<file path="src/rtl/ifq_buffer_pkg.sv">
// Shared types and default sizes for the instruction fetch queue.
// IFQ_PC_W follows the register-bus width, IFQ_INST_W is the instruction
// bus width and IFQ_DEPTH is the default number of queue entries.
package ifq_buffer_pkg;

  localparam int IFQ_PC_W   = 64;
  localparam int IFQ_INST_W = 32;
  localparam int IFQ_DEPTH  = 4;

  // Occupancy class derived purely from the pointer pair; the queue has no
  // other state.
  typedef enum logic [1:0] {
    OCC_EMPTY   = 2'd0,
    OCC_PARTIAL = 2'd1,
    OCC_FULL    = 2'd2
  } occ_e;

  // Equal index bits mean either empty (same wrap bit) or full (wrap bits differ).
  function automatic occ_e occ_decode(input logic idx_eq, input logic wrap_eq);
    occ_e occ;
    if (idx_eq && wrap_eq) begin
      occ = OCC_EMPTY;
    end else if (idx_eq) begin
      occ = OCC_FULL;
    end else begin
      occ = OCC_PARTIAL;
    end
    return occ;
  endfunction

endpackage

</file>
<file path="src/rtl/ifq_buffer_if.sv">
// Fetch-side and decode-side handshake bundle for the instruction fetch queue.
// master: the surrounding pipeline (fetch + decode); slave: the queue itself.
interface ifq_buffer_if #(
  parameter int DEPTH  = ifq_buffer_pkg::IFQ_DEPTH,
  parameter int PC_W   = ifq_buffer_pkg::IFQ_PC_W,
  parameter int INST_W = ifq_buffer_pkg::IFQ_INST_W
) ();

  localparam int CNT_W = $clog2(DEPTH) + 1;

  logic              flush_i;
  logic              in_valid;
  logic [PC_W-1:0]   in_pc;
  logic [INST_W-1:0] in_inst;
  logic              in_ready;
  logic              out_valid;
  logic [PC_W-1:0]   out_pc;
  logic [INST_W-1:0] out_inst;
  logic              out_ready;
  logic [CNT_W-1:0]  count;

  modport master (
    output flush_i, in_valid, in_pc, in_inst, out_ready,
    input  in_ready, out_valid, out_pc, out_inst, count
  );

  modport slave (
    input  flush_i, in_valid, in_pc, in_inst, out_ready,
    output in_ready, out_valid, out_pc, out_inst, count
  );

endinterface

</file>
<file path="src/rtl/ifq_buffer_ptr.sv">
// ifq_ptr: wrap-bit pointer register for the fetch queue. The MSB is the
// wrap bit; the lower bits index storage. Clear wins over increment.
module ifq_ptr #(
  parameter int W = 3
) (
  input  logic         clk,
  input  logic         rst,
  input  logic         clr,
  input  logic         inc,
  output logic [W-1:0] ptr
);

  // Pointer advance with synchronous clear on redirect.
  always_ff @(posedge clk or posedge rst) begin
    if (rst) begin
      ptr <= '0;
    end else if (clr) begin
      ptr <= '0;
    end else if (inc) begin
      ptr <= ptr + W'(1);
    end
  end

endmodule

</file>
<file path="src/rtl/ifq_buffer.sv">
// ifq_buffer: instruction fetch queue between fetch and decode.
// Circular buffer of {pc, inst} pairs with valid/ready on both sides; a
// flush drops every entry and any same-cycle enqueue.
// Build option IFQ_BYPASS_EN: when the queue is empty an incoming entry is
// presented to decode combinationally, and passes straight through (never
// written) if decode takes it in the same cycle.
module ifq_buffer
  import ifq_buffer_pkg::*;
#(
  parameter int DEPTH  = IFQ_DEPTH,
  parameter int PC_W   = IFQ_PC_W,
  parameter int INST_W = IFQ_INST_W
) (
  input  logic         clk,
  input  logic         rst,
  ifq_buffer_if.slave  bus
);

  localparam int AW = $clog2(DEPTH);
  localparam int CW = AW + 1;

  logic [CW-1:0]     wr_ptr;
  logic [CW-1:0]     rd_ptr;
  logic [AW-1:0]     wr_idx;
  logic [AW-1:0]     rd_idx;
  logic [PC_W-1:0]   pc_mem   [DEPTH];
  logic [INST_W-1:0] inst_mem [DEPTH];

  occ_e occ;
  logic empty;
  logic full;
  logic bypass_hit;
  logic pass_thru;
  logic enq;
  logic deq;

  assign wr_idx = wr_ptr[AW-1:0];
  assign rd_idx = rd_ptr[AW-1:0];
  assign occ    = occ_decode(wr_idx == rd_idx, wr_ptr[AW] == rd_ptr[AW]);
  assign empty  = (occ == OCC_EMPTY);
  assign full   = (occ == OCC_FULL);

`ifdef IFQ_BYPASS_EN
  assign bypass_hit = empty && bus.in_valid && !bus.flush_i;
`else
  assign bypass_hit = 1'b0;
`endif

  // A bypassed entry consumed in the same cycle touches neither pointer.
  assign pass_thru = bypass_hit && bus.out_ready;

  // in_ready ignores out_ready on purpose: a full queue never accepts,
  // which keeps the fetch-side ready free of any decode-side path.
  assign bus.in_ready  = !full;
  assign bus.out_valid = (!empty || bypass_hit) && !bus.flush_i;
  assign bus.count     = wr_ptr - rd_ptr;

  assign enq = bus.in_valid && !full && !bus.flush_i && !pass_thru;
  assign deq = bus.out_valid && bus.out_ready && !pass_thru;

  // Head-of-queue (or bypassed input) presented to decode; zero when idle.
  always_comb begin
    bus.out_pc   = '0;
    bus.out_inst = '0;
    if (bypass_hit) begin
      bus.out_pc   = bus.in_pc;
      bus.out_inst = bus.in_inst;
    end else if (bus.out_valid) begin
      bus.out_pc   = pc_mem[rd_idx];
      bus.out_inst = inst_mem[rd_idx];
    end
  end

  // Entry storage: written on enqueue, cleared only by reset.
  always_ff @(posedge clk or posedge rst) begin
    if (rst) begin
      for (int i = 0; i < DEPTH; i++) begin
        pc_mem[i]   <= '0;
        inst_mem[i] <= '0;
      end
    end else if (enq) begin
      pc_mem[wr_idx]   <= bus.in_pc;
      inst_mem[wr_idx] <= bus.in_inst;
    end
  end

  ifq_ptr #(.W(CW)) u_wr_ptr (
    .clk (clk),
    .rst (rst),
    .clr (bus.flush_i),
    .inc (enq),
    .ptr (wr_ptr)
  );

  ifq_ptr #(.W(CW)) u_rd_ptr (
    .clk (clk),
    .rst (rst),
    .clr (bus.flush_i),
    .inc (deq),
    .ptr (rd_ptr)
  );

endmodule

</file>
<file path="src/flat_wrapper.sv">
// flat-port wrapper written by rule: the top's interface ports become plain ports
module ifq_buffer_flat import ifq_buffer_pkg::*;
#(
  parameter int DEPTH  = IFQ_DEPTH,
  parameter int PC_W   = IFQ_PC_W,
  parameter int INST_W = IFQ_INST_W
)
  (clk, rst, bus_flush_i, bus_in_valid, bus_in_pc, bus_in_inst, bus_out_ready, bus_in_ready, bus_out_valid, bus_out_pc, bus_out_inst, bus_count);
  ifq_buffer_if #(.DEPTH(DEPTH), .PC_W(PC_W), .INST_W(INST_W)) bus_i ();
  input  logic clk;
  input  logic rst;
  input wire logic [$bits(bus_i.flush_i)-1:0] bus_flush_i;
  input wire logic [$bits(bus_i.in_valid)-1:0] bus_in_valid;
  input wire logic [$bits(bus_i.in_pc)-1:0] bus_in_pc;
  input wire logic [$bits(bus_i.in_inst)-1:0] bus_in_inst;
  input wire logic [$bits(bus_i.out_ready)-1:0] bus_out_ready;
  output wire logic [$bits(bus_i.in_ready)-1:0] bus_in_ready;
  output wire logic [$bits(bus_i.out_valid)-1:0] bus_out_valid;
  output wire logic [$bits(bus_i.out_pc)-1:0] bus_out_pc;
  output wire logic [$bits(bus_i.out_inst)-1:0] bus_out_inst;
  output wire logic [$bits(bus_i.count)-1:0] bus_count;
  assign bus_i.flush_i = bus_flush_i;
  assign bus_i.in_valid = bus_in_valid;
  assign bus_i.in_pc = bus_in_pc;
  assign bus_i.in_inst = bus_in_inst;
  assign bus_i.out_ready = bus_out_ready;
  assign bus_in_ready = bus_i.in_ready;
  assign bus_out_valid = bus_i.out_valid;
  assign bus_out_pc = bus_i.out_pc;
  assign bus_out_inst = bus_i.out_inst;
  assign bus_count = bus_i.count;
  ifq_buffer #(.DEPTH(DEPTH), .PC_W(PC_W), .INST_W(INST_W)) u_core (.clk(clk), .rst(rst), .bus(bus_i));
endmodule
</file>
<file path="config.mk">
export PLATFORM = sky130hd
export DESIGN_NAME = ifq_buffer_flat
export DESIGN_NICKNAME = d
export VERILOG_FILES = /design/src/rtl/ifq_buffer_pkg.sv /design/src/rtl/ifq_buffer_if.sv /design/src/rtl/ifq_buffer_ptr.sv /design/src/rtl/ifq_buffer.sv /design/src/flat_wrapper.sv
export SDC_FILE = /design/constraint.sdc
export NUM_CORES = 1
export LEC_CHECK = 0
export BUFFER_PORTS_ARGS = -buffer_cell sky130_fd_sc_hd__buf_2
export CORE_MARGIN = 4
export CORE_UTILIZATION = 55
export CTS_BUF_LIST = sky130_fd_sc_hd__clkbuf_2
export DETAILED_ROUTE_END_ITERATION = 6
export PLACE_DENSITY = 0.82
export SYNTH_ARGS = -nofsm -noshare
export SYNTH_HDL_FRONTEND = slang
export SYNTH_SLANG_ARGS = --single-unit
</file>
<file path="constraint.sdc">
create_clock -name clk -period 11.5 [get_ports clk]
set_input_delay 1.725 -clock clk [delete_from_list [all_inputs] [get_ports clk]]
set_output_delay 1.725 -clock clk [all_outputs]
set_load 0.02 [all_outputs]
</file>
==> impl_metrics.csv <==
group,metric,value,unit
logic_synthesis,netlist_instances,1090,
drt,num_vias,10148,
timing,period_needed,6540,ps
finish,final_cells,1844,
power,p_total,4.08,mW
global_routing,grt_usage,20.9,%
power,cellPowerDensity,203,nW/um2
finish,final_cell_area,20100,um2
timing,fin_crit_sh,56.8,%
status,outcome,"complete, no violations",
critical_path,worstPathCellList,"inv_1, ha_1, nand2_1, o21ai_4, buf_4, and2b_2, buf_2",
timing,rsz0062_at_grt,"no",
logic_synthesis,syn_area_per_cell,16.6,um2
logic_synthesis,syn_area,18100,um2
critical_path,crit_slowest_cell,"o21ai_4",
critical_path,ff2ff_setup_slack,7360,ps
logic_synthesis,ys_types,36,
hold_path,hold_path.class,"register to register",
critical_path,crit_type,"register to output pin",
clocking,htreeDepth,3,
job,drv_cap,0,
clocking,clk_path_buf_depth,3,
clocking,ctsHoldBuffers,0,
critical_path,crit_fanout,55,
die,die_area,35800,um2
die,fp.dieW,189,um
timing,fmax,153,MHz
clocking,clk_pin_slew,90,ps
power,p_leak,9.40,nW
die,core_area,32500,um2
drt,ant_nets,0,
critical_path,cp_slowest_stage_delay,1060,ps
global_routing,grt-ovfl-total,0,
finish,drive_above_1_share,61.8,%
power,ir_drop,110,uV
place,dp_hpwl,21800,um
die,num_rows,66,
place,post-place-cells,1671,
timing,setup_viol,0,
global_routing,grt_pass1_vias,11195,
critical_path,critPathCaptureType,"output pin",
clocking,numClockSinks,390,
logic_synthesis,ys_ff_latch,390,
die,die_h,189,um
timing,slew_headroom,19.9,%
clocking,post_cts_buffers,0,
clocking,cts.root.buffer_cell,"clkbuf_2",
clocking,insertion_delay,960,ps
logic_synthesis,synth-seq-area-share,54.0,%
global_routing,grt_max_degree,202,
drt,avgRoutedWirePerCell,19.8,um
global_routing,grt_first_pass_wirelength,59500,um
drt,route.detailed.drc,0,
timing,finalHoldViolCount,0,
timing,skew,46.7,ps
critical_path,start_kind,"register",
finish,nets,1440,
finish,final_common_cell,"dfrtp_1",
place,gp_congestion,0.738,
timing,worst_hold_slack,501,ps
drt,via_per_inst,5.50,
clocking,numCtsBuffers,100,
clocking,cts_tree,"yes",
finish,fill_cells,2408,
clocking,post_cts_resized,0,
place,io_buffers,201,
drt,drt-initial-drc-count,476,
finish,mostFrequentLayoutCells,"dfrtp_1, mux2_2, buf_2",
finish,final_util,62.0,%
timing,worstMarginPinSlew,1200,ps
hold_path,hold_start,"u_core.pc_mem[190]$_DFFE_PP0P_",
finish,area_delta_synth_final,11.5,%
critical_path,arrival,4810,ps
timing,drv_slew,0,
critical_path,required,9780,ps
timing,final.setup.tns,0,ps
logic_synthesis,syn_nets,1199,
timing,setup_ws,4960,ps
critical_path,regToRegStartpoint,"u_core.u_rd_ptr.ptr[1]$_DFFE_PP0P_",
critical_path,critPathLaunch,"u_core.u_rd_ptr.ptr[1]$_DFFE_PP0P_",
drt,routed_wl,36500,um
die,initial_core_util,55.6,%
die,ios,202,
global_routing,antenna_found_initial,6,
drt,firstDrtPassIters,4,
logic_synthesis,yosys_warnings,0,
place,placed_area,19300,um2
place,dp_slack,5890,ps
## final timing paths
check,endpoint,cells after the start
hold reg to reg,u_core.pc_mem[190]$_DFFE_PP0P_,1
hold / removal,u_core.pc_mem[190]$_DFFE_PP0P_,1
setup reg to reg,u_core.pc_mem[69]$_DFFE_PP0P_,6
min in group asynchronous,u_core.pc_mem[252]$_DFFE_PP0P_,3
max in group asynchronous,u_core.pc_mem[210]$_DFFE_PP0P_,4
setup / recovery,bus_out_pc[46],7
## cell families after synthesis
logic type | after synthesis | share of synthesized area, %
AO/OA/AOI/OAI | 14 | 0.679
multiplexers | 483 | 37.3
AND/OR/NAND/NOR | 109 | 4.05
flip-flops | 390 | 54.0
buffers and inverters | 83 | 3.12
XOR/XNOR | 3 | 0.187
adder cells (fa/ha/maj) | 8 | 0.596
## metal layers
| layer | wire length (um) | up-vias | track usage [%] | share of wire (%) |
|---|---|---|---|---|
| li1 | - | 4572 | - | - |
| met1 | 15800 | 5268 | 27.1 | 43 |
| met2 | 18000 | 240 | 34.3 | 49 |
| met3 | 1870 | 60 | 5.27 | 5.1 |
| met4 | 818 | 8 | 7.76 | 2.2 |
| met5 | 41 | - | 0 | 0.11 |
## layout make-up
cell class	instances	area [um2]	area share [%]
flip-flops and latches	390	9770	48.5
multi-input cells	617	7780	38.7
repair buffers	214	1130	5.61
clock buffers	140	701	3.48
well taps	442	553	2.75
clock inverters	31	158	0.783
inverters	8	33.8	0.168
diodes	2	5.00	0.0249
## critical path, delay by kind of cell (launching register included)
family | cells | cell delay (ps)
DFF | 1 | 880
adders and majority gates | 1 | 340
AOI/OAI and AO/OA | 1 | 1060
buffers and inverters | 3 | 910
and+or+nand+nor | 2 | 650
## report_power, final
| group | total (mW) | internal (mW) | switching (mW) |
|---|---|---|---|
| clock network | 0.892 | 0.350 | 0.542 |
| logic | 1.18 | 0.717 | 0.462 |
| registers | 2.01 | 1.80 | 0.210 |
## synth_stat cells
| master | count | area, um2 |
|---|---|---|
| dfrtp_1 | 390 | 9760 |
| mux2_2 | 347 | 3910 |
| mux4_2 | 75 | 1690 |
| nor2b_1 | 74 | 463 |
| mux2_4 | 40 | 601 |
| buf_2 | 31 | 155 |
| and2b_2 | 25 | 219 |
| clkbuf_1 | 17 | 63.8 |
| mux4_1 | 15 | 394 |
| buf_6 | 9 | 101 |
| buf_4 | 8 | 60.1 |
| inv_1 | 8 | 30.0 |
| ha_1 | 7 | 87.6 |
| mux4_4 | 6 | 150 |
| nor2_1 | 5 | 18.8 |
| buf_12 | 4 | 80.1 |
| clkbuf_8 | 4 | 55.1 |
| o2111ai_1 | 3 | 26.3 |
| o211ai_2 | 3 | 37.5 |
| o21a_1 | 2 | 15.0 |
| o31ai_1 | 2 | 15.0 |
| a21oi_1 | 1 | 5.00 |
| buf_1 | 1 | 3.75 |
| buf_8 | 1 | 15.0 |
| fa_1 | 1 | 20.0 |
| nand2_1 | 1 | 3.75 |
| nand3_1 | 1 | 5.00 |
| nor3_1 | 1 | 5.00 |
| o2111a_1 | 1 | 11.3 |
| o211ai_1 | 1 | 7.51 |
| o21ai_1 | 1 | 5.00 |
| or2b_1 | 1 | 7.51 |
| or3b_2 | 1 | 8.76 |
| xnor2_1 | 1 | 8.76 |
| xnor2_2 | 1 | 16.3 |
| xor2_1 | 1 | 8.76 |
## sequential cells by signal (all words and copies together), names as in the netlist
signal and cells:
u_core.u_rd_ptr.ptr 3, u_core.pc_mem 256, u_core.inst_mem 128, u_core.u_wr_ptr.ptr 3
Power figures use the tool's default switching activity.
